--- config.mk ---
export PLATFORM = sky130hd
export DESIGN_NAME = srm0_neuron
export DESIGN_NICKNAME = d
export VERILOG_FILES = /design/src/rtl/tnn_pkg.sv /design/src/rtl/srm0_ramp.sv /design/src/rtl/srm0_neuron.sv
export SDC_FILE = /design/constraint.sdc
export NUM_CORES = 1
export LEC_CHECK = 0
export ABC_CLOCK_PERIOD_IN_PS = 5200
export CAP_MARGIN = 5
export CORE_ASPECT_RATIO = 0.6
export CORE_UTILIZATION = 30
export CTS_CLUSTER_SIZE = 28
export DETAILED_ROUTE_END_ITERATION = 12
export GPL_TIMING_DRIVEN = 0
export HOLD_SLACK_MARGIN = 0.05
export PLACE_DENSITY = 0.59
export RECOVER_POWER = 50
export SETUP_SLACK_MARGIN = 0.02
export SLEW_MARGIN = 20
export SYNTH_ARGS = -nofsm -noshare
export SYNTH_HDL_FRONTEND = slang
export SYNTH_HIERARCHICAL = 1
export SYNTH_SLANG_ARGS = --single-unit
--- constraint.sdc ---
create_clock -name aclk -period 5.2 [get_ports aclk]
set_input_delay 0.78 -clock aclk [delete_from_list [all_inputs] [get_ports aclk]]
set_output_delay 0.78 -clock aclk [all_outputs]
set_load 0.02 [all_outputs]
--- src/rtl/tnn_pkg.sv ---
// Shared definitions for the temporal-neural-network neuron blocks.
//   GAMMA_CYCLE_WIDTH_DEFAULT : default aclk cycles per gamma cycle
//   WEIGHT_WIDTH_DEFAULT      : default bits per synaptic weight
//   neuron_state_e            : neuron firing state (accumulating / fired)
//   pot_width()               : potential width that can hold the largest
//                               possible sum of fully ramped inputs
package tnn_pkg;

  localparam int GAMMA_CYCLE_WIDTH_DEFAULT = 32'sd16;
  localparam int WEIGHT_WIDTH_DEFAULT      = 32'sd3;

  typedef enum logic [0:0] {
    ST_ACCUM = 1'b0,
    ST_FIRED = 1'b1
  } neuron_state_e;

  // Every input can contribute at most 2^W-1, so this width never overflows.
  function automatic int pot_width(input int num_inputs, input int weight_width);
    return $clog2(num_inputs * ((32'sd1 <<< weight_width) - 32'sd1) + 32'sd1);
  endfunction

endpackage

--- src/rtl/srm0_ramp.sv ---
// Per-synapse ramp for the SRM0 neuron.
//   aclk   : clock
//   grst   : asynchronous active-low reset
//   spike  : delayed spike edge for this synapse (level, sticky once seen)
//   clear  : end-of-gamma-cycle clear, wins over a simultaneous arrival
//   wreg   : latched weight, i.e. the height the ramp climbs to
//   inc    : high on an edge where the ramp steps up by one
module srm0_ramp #(
  parameter int WEIGHT_WIDTH = 32'sd3
) (
  input  logic                    aclk,
  input  logic                    grst,
  input  logic                    spike,
  input  logic                    clear,
  input  logic [WEIGHT_WIDTH-1:0] wreg,
  output logic                    inc
);

  logic                    active_r;
  logic [WEIGHT_WIDTH-1:0] ramp_r;
  logic                    inc_s;

  // Ramp climbs one step per edge once active, stopping at the weight;
  // a zero weight therefore never contributes.
  always_comb begin
    inc_s = active_r && (ramp_r < wreg);
  end

  assign inc = inc_s;

  // Sticky arrival flag and ramp counter, both cleared at gamma-cycle end.
  always_ff @(posedge aclk or negedge grst) begin
    if (!grst) begin
      active_r <= 1'b0;
      ramp_r   <= '0;
    end else if (clear) begin
      active_r <= 1'b0;
      ramp_r   <= '0;
    end else begin
      if (spike) begin
        active_r <= 1'b1;
      end
      if (inc_s) begin
        ramp_r <= ramp_r + WEIGHT_WIDTH'(1'b1);
      end
    end
  end

endmodule

--- src/rtl/srm0_neuron.sv ---
// SRM0 spiking neuron with ramp-no-leak response over a gamma cycle.
//   aclk        : clock, all state on posedge
//   grst        : asynchronous active-low reset
//   in          : delayed spike edges, bit i high once spike i has arrived
//   weight      : per-input ramp heights, packed NUM_INPUTS x WEIGHT_WIDTH
//   threshold   : firing threshold, 0 disables firing
//   out         : output spike edge, held high to the end of the gamma cycle
//   spike_time  : gamma count of the first cycle out is high
//   gamma_start : high while the gamma count is 0
// Weight and threshold are sampled once per gamma cycle (at count 0) so
// upstream may change them freely mid-cycle.
module srm0_neuron
  import tnn_pkg::*;
#(
  parameter int NUM_INPUTS        = 32'sd8,
  parameter int GAMMA_CYCLE_WIDTH = GAMMA_CYCLE_WIDTH_DEFAULT,
  parameter int WEIGHT_WIDTH      = WEIGHT_WIDTH_DEFAULT,
  localparam int POT_WIDTH        = pot_width(NUM_INPUTS, WEIGHT_WIDTH),
  localparam int CNT_WIDTH        = $clog2(GAMMA_CYCLE_WIDTH)
) (
  input  logic                               aclk,
  input  logic                               grst,
  input  logic [NUM_INPUTS-1:0]              in,
  input  logic [NUM_INPUTS*WEIGHT_WIDTH-1:0] weight,
  input  logic [POT_WIDTH-1:0]               threshold,
  output logic                               out,
  output logic [CNT_WIDTH-1:0]               spike_time,
  output logic                               gamma_start
);

  localparam logic [CNT_WIDTH-1:0] CNT_LAST = CNT_WIDTH'(GAMMA_CYCLE_WIDTH - 32'sd1);

  logic [CNT_WIDTH-1:0]                     gamma_cnt_r;
  logic                                     last_s;
  logic [NUM_INPUTS-1:0][WEIGHT_WIDTH-1:0]  wreg_r;
  logic [POT_WIDTH-1:0]                     treg_r;
  logic [NUM_INPUTS-1:0]                    inc_s;
  logic [POT_WIDTH-1:0]                     inc_cnt_s;
  logic [POT_WIDTH-1:0]                     potential_r;
  logic [POT_WIDTH-1:0]                     pot_nxt_s;
  neuron_state_e                            state_r;
  neuron_state_e                            state_nxt_s;
  logic                                     fire_s;
  logic                                     out_r;
  logic [CNT_WIDTH-1:0]                     spike_time_r;
  logic                                     gamma_start_r;

  assign last_s = (gamma_cnt_r == CNT_LAST);

  // Gamma counter plus a registered copy of "count is zero".
  always_ff @(posedge aclk or negedge grst) begin
    if (!grst) begin
      gamma_cnt_r   <= '0;
      gamma_start_r <= 1'b1;
    end else begin
      gamma_cnt_r   <= last_s ? '0 : gamma_cnt_r + CNT_WIDTH'(1'b1);
      gamma_start_r <= last_s;
    end
  end

  // Weights and threshold are sampled only at the start of a gamma cycle.
  always_ff @(posedge aclk or negedge grst) begin
    if (!grst) begin
      wreg_r <= '0;
      treg_r <= '0;
    end else if (gamma_cnt_r == '0) begin
      wreg_r <= weight;
      treg_r <= threshold;
    end
  end

  for (genvar gi = 0; gi < NUM_INPUTS; gi++) begin : g_syn
    srm0_ramp #(
      .WEIGHT_WIDTH(WEIGHT_WIDTH)
    ) u_ramp (
      .aclk (aclk),
      .grst (grst),
      .spike(in[gi]),
      .clear(last_s),
      .wreg (wreg_r[gi]),
      .inc  (inc_s[gi])
    );
  end

  // Adder tree: potential grows by the number of ramps stepping this edge.
  always_comb begin
    inc_cnt_s = '0;
    for (int i = 0; i < NUM_INPUTS; i++) begin
      inc_cnt_s = inc_cnt_s + POT_WIDTH'(inc_s[i]);
    end
    pot_nxt_s = potential_r + inc_cnt_s;
  end

  // Membrane potential, discarded at the end of every gamma cycle.
  always_ff @(posedge aclk or negedge grst) begin
    if (!grst) begin
      potential_r <= '0;
    end else if (last_s) begin
      potential_r <= '0;
    end else begin
      potential_r <= pot_nxt_s;
    end
  end

  // Firing FSM state register.
  always_ff @(posedge aclk or negedge grst) begin
    if (!grst) begin
      state_r <= ST_ACCUM;
    end else begin
      state_r <= state_nxt_s;
    end
  end

  // Firing decision: compare the post-edge potential so the spike lands on
  // the same edge the threshold is reached; end-of-cycle clear takes priority.
  always_comb begin
    state_nxt_s = state_r;
    fire_s      = 1'b0;
    if (last_s) begin
      state_nxt_s = ST_ACCUM;
    end else begin
      case (state_r)
        ST_ACCUM: begin
          if ((treg_r != '0) && (pot_nxt_s >= treg_r)) begin
            fire_s      = 1'b1;
            state_nxt_s = ST_FIRED;
          end else begin
            state_nxt_s = ST_ACCUM;
          end
        end
        ST_FIRED: state_nxt_s = ST_FIRED;
        default:  state_nxt_s = ST_ACCUM;
      endcase
    end
  end

  // Output spike and its timestamp, held until the gamma cycle ends.
  always_ff @(posedge aclk or negedge grst) begin
    if (!grst) begin
      out_r        <= 1'b0;
      spike_time_r <= '0;
    end else if (last_s) begin
      out_r        <= 1'b0;
      spike_time_r <= '0;
    end else if (fire_s) begin
      out_r        <= 1'b1;
      spike_time_r <= gamma_cnt_r + CNT_WIDTH'(1'b1);
    end
  end

  assign out         = out_r;
  assign spike_time  = spike_time_r;
  assign gamma_start = gamma_start_r;

endmodule

==> summary.md <==
| Metric | Value |
|---|---|
| Status | finished with violations |
| Violated checks | max-capacitance violations, max-slew violations |
| CP startpoint kind | flop |
| Total power | approximately 1.4 mW |
| Final Net Count | 509 |
| RSZ-0062 raised after global routing | true |
| Design Area, Final | 5110 sq um |
| CP arrival | 5.23 ns |
| Worst slew pin tran | about 2.2 ns |
| Register area share after synthesis | 0.481 |
| Placed cell count | between 500 and 600 |
| Post-DP Area | 4800 sq um |
| Switching Share | 0.236 |
| Die H | 92.7 um |
| All-Layer GR Usage | 0.126 |
| # hold bufs at CTS | 0 |
| Hold WS | 0.484 ns |
| Root Driver | clkbuf_16 |
| Final setup violation count | 0 |
| Post-layout min period | ~5 ns |
| P_int | 1.11 mW |
| Max Cap Viol | 2 |
| Fin cells | 601 |
| Vias post-DR | roughly 2700 |
| Post-DR wirelength/cell | 13.2 um |
| CTS sink count | 79 |
| LEAKAGE | 2.57 nW |
| Path type of the worst min-delay path | flop to flop |
| Yosys cell types | 34 |
| Top cells by area, synth | dfrtp_1 (47%), ha_1 (12%), mux2_2 (6.8%) |
| Post-synth EDFFs | 0 |
| Post-Syn Instances | between 300 and 400 |
| Top cell type's share of synthesized area | 0.474 |
| Vias in the first global route | roughly 2800 |
| H-Tree Depth | 3 |
| Max clock buf depth | 2 |
| Reg clk slew, reported paths | about 0.060 ns |
| Prevailing post-synth register cell | dfrtp_1 |
| Core Rows | 32 |
| Core Region | 13100 sq um |
| VDD IR-drop max | 0.130 mV |
| Final hold vios | 0 |
| Layout cells sized above 1 | 0.153 |
| Ys async rst share | 1.00 |
| First-pass GRT wire length | 13.9 mm |
| Largest net degree at the start of global routing | between 40 and 50 |
| Remaining global-route overflow | 0 |
| TritonCTS Buffers | 9 |
| Clock network latency to the later pin of the worst-skew pair | between 0.3 and 0.4 ns |
| CP Capture Type | flop |
| Combinational share of power | 0.127 |
| Setup TNS | 0 ns |
| Yosys warnings | 6 |
| I/O pin count | 46 |
| # DRC | 0 |
| Post-DP HPWL | 5.75 mm |
| Area Overhead vs Synth | 24.1% |
| RePlAce Congestion | 0.766 |
| NetSw | 0.342 mW |
| Initial Util | 0.314 |
| CP max FO | 7 |
| Final Max Slew Viols | 82 |
| Routed Antenna Nets | 0 |
| Initial antenna violation count | 0 |
| Seq cells post-synth | 79 |
| Post-Route WL | ~7.9 mm |
| Rel. slew slack | -0.478 |
| Vias per inst | about 4.5 |
| Iter 0 DRT Violations | 102 |
| Reg power frac | 0.442 |
| Max Clock Freq | 0.200 GHz |
| Cell accounting for the most synthesized area | dfrtp_1 |
| Syn Nets | 450 |
| Die area | 14200 sq um |
| Ant diodes | 0 |
| Worst EP required | 5.42 ns |
| Drt pass-1 iters | 4 |
| Pwr Density | 284 nW/um^2 |
| Final clock period utilization by the worst path | 0.963 |
| Max Clock Skew | 0.00677 ns |
| Chip width | roughly 150 um |
| TritonCTS clock tree | yes |
| Crit Path Class | flop to flop |
| Clock share of power | 0.431 |
| Synthesized area per cell | between 10 and 15 sq um |
| Cell Area, Synth | between 4000 and 5000 sq um |
| Buffers on Ports | 45 |
==> state kept, by name (all words and copies together) (netlist names) <==
register	count
gamma_cnt_r	4
potential_r	6
g_syn.u_ramp/ramp_r	24
state_r	1
gamma_start	1
g_syn.u_ramp/active_r	8
out	1
treg_r	6
spike_time	4
wreg_r	24
==> final timing paths <==
check	start	to	slack, ns	cells past startpoint
max	g_syn[0].u_ramp/ramp_r[2]	spike_time[1]	0.19	19
min	g_syn[4].u_ramp/active_r	g_syn[4].u_ramp/active_r	0.48	2
max reg2reg	g_syn[0].u_ramp/ramp_r[2]	spike_time[1]	0.19	19
min reg2reg	g_syn[4].u_ramp/active_r	g_syn[4].u_ramp/active_r	0.48	2
max in group asynchronous	grst	treg_r[2]	1.18	2
min in group asynchronous	grst	g_syn[2].u_ramp/active_r	1.09	1
==> area by class of cell <==
| cell class | instances | area (sq um) |
|---|---|---|
| plain buffers | 3 | 27.5 |
| repair buffers | 48 | 463 |
| multi-input cells | 240 | 1970 |
| flip-flops and latches | 79 | 1980 |
| fillers | 1257 | 7990 |
| inverters | 45 | 169 |
| clock buffers | 12 | 246 |
| well taps | 170 | 213 |
| clock inverters | 4 | 45.0 |
==> placed cells by master, fill, tap and decap left out, types with 2 or more instances in the layout <==
cell	instances
and2_1	4
nand2_1	23
clkinv_2	3
a21oi_1	7
a21oi_2	2
fa_1	3
o2111ai_1	8
clkbuf_1	4
nor2_1	49
dfrtp_1	78
a31o_2	3
xor2_1	18
mux2i_1	8
inv_2	2
inv_1	43
fa_2	2
nor2b_1	10
buf_6	2
mux2_2	25
xnor2_1	3
and2b_1	8
and3_1	3
o21ai_0	8
ha_1	38
clkdlybuf4s50_1	44
o211ai_2	8
clkbuf_16	9
buf_4	2
==> what timing repair did <==
action | CTS | global route
buffers inserted | 0 | 2
endpoints found under the setup margin | 0 | 4
resized for setup | 0 | 6
endpoints found under the hold margin | 0 | 0
==> layer usage <==
layer | share of wire | global-route usage
met5 | 0 | 0
met4 | 0.0091 | 0.0328
met3 | 0.046 | 0.0407
met2 | 0.40 | 0.185
met1 | 0.54 | 0.178
==> Yosys cell counts, types with 2 or more instances <==
library cell / count
a21oi_1: 9
nand2_1: 23
ha_1: 38
xnor2_1: 3
mux2_2: 25
and2_1: 4
fa_1: 5
and3_1: 3
a31o_2: 3
dfrtp_1: 78
o211ai_2: 8
xor2_1: 18
and2b_1: 8
nor2b_1: 10
mux2i_1: 8
o2111ai_1: 8
nor2_1: 49
inv_1: 44
buf_6: 2
o21ai_0: 7
==> cells by family (layout without fill, tap and decap cells) <==
group | after synthesis | count (layout) | synth area share
xor+xnor | 21 | 21 | 0.0447
buf+inv | 48 | 112 | 0.0477
fa+ha+maj | 43 | 43 | 0.140
mux | 34 | 34 | 0.0906
simple gates | 102 | 102 | 0.117
flops | 79 | 79 | 0.481
compound gates | 40 | 40 | 0.0793
==> per-stage QoR <==
| stage | utilization | setup slack (ns) |
|---|---|---|
| finish | 0.390 | 0.191 |
| global placement | 0.365 | 0.107 |
| CTS | 0.389 | 0.0201 |
| detailed placement | 0.366 | 0.0320 |
| global route | 0.390 | 0.00315 |
| floorplan | - | 0.427 |
==> power by group through the flow <==
stage          clock network, mW  registers, mW  logic (mW)
6_report                   0.624          0.641       0.184
5_1_grt                    0.678          0.643       0.212
4_1_cts                    0.643          0.641       0.181
3_5_place_dp                   0          0.652       0.179
3_3_place_gp                   0          0.652       0.171
2_1_floorplan                  0          0.649       0.107
==> worst max-delay path: stages, from the launching register on <==
cell and delay, ns:
dfrtp_1 0.39, ha_1 0.30, nand2_1 0.08, o211ai_2 0.21, inv_1 0.09, fa_1 0.54
inv_1 0.05, fa_1 0.51, fa_1 0.43, fa_2 0.37, fa_2 0.36, inv_1 0.06
a21o_1 0.11, a21oi_1 0.07, xnor2_1 0.22, ha_1 0.28, nand4_1 0.13, o221ai_4 0.17
a21oi_2 0.18, mux2_2 0.35
No activity file was read; power rests on OpenSTA's default activity.
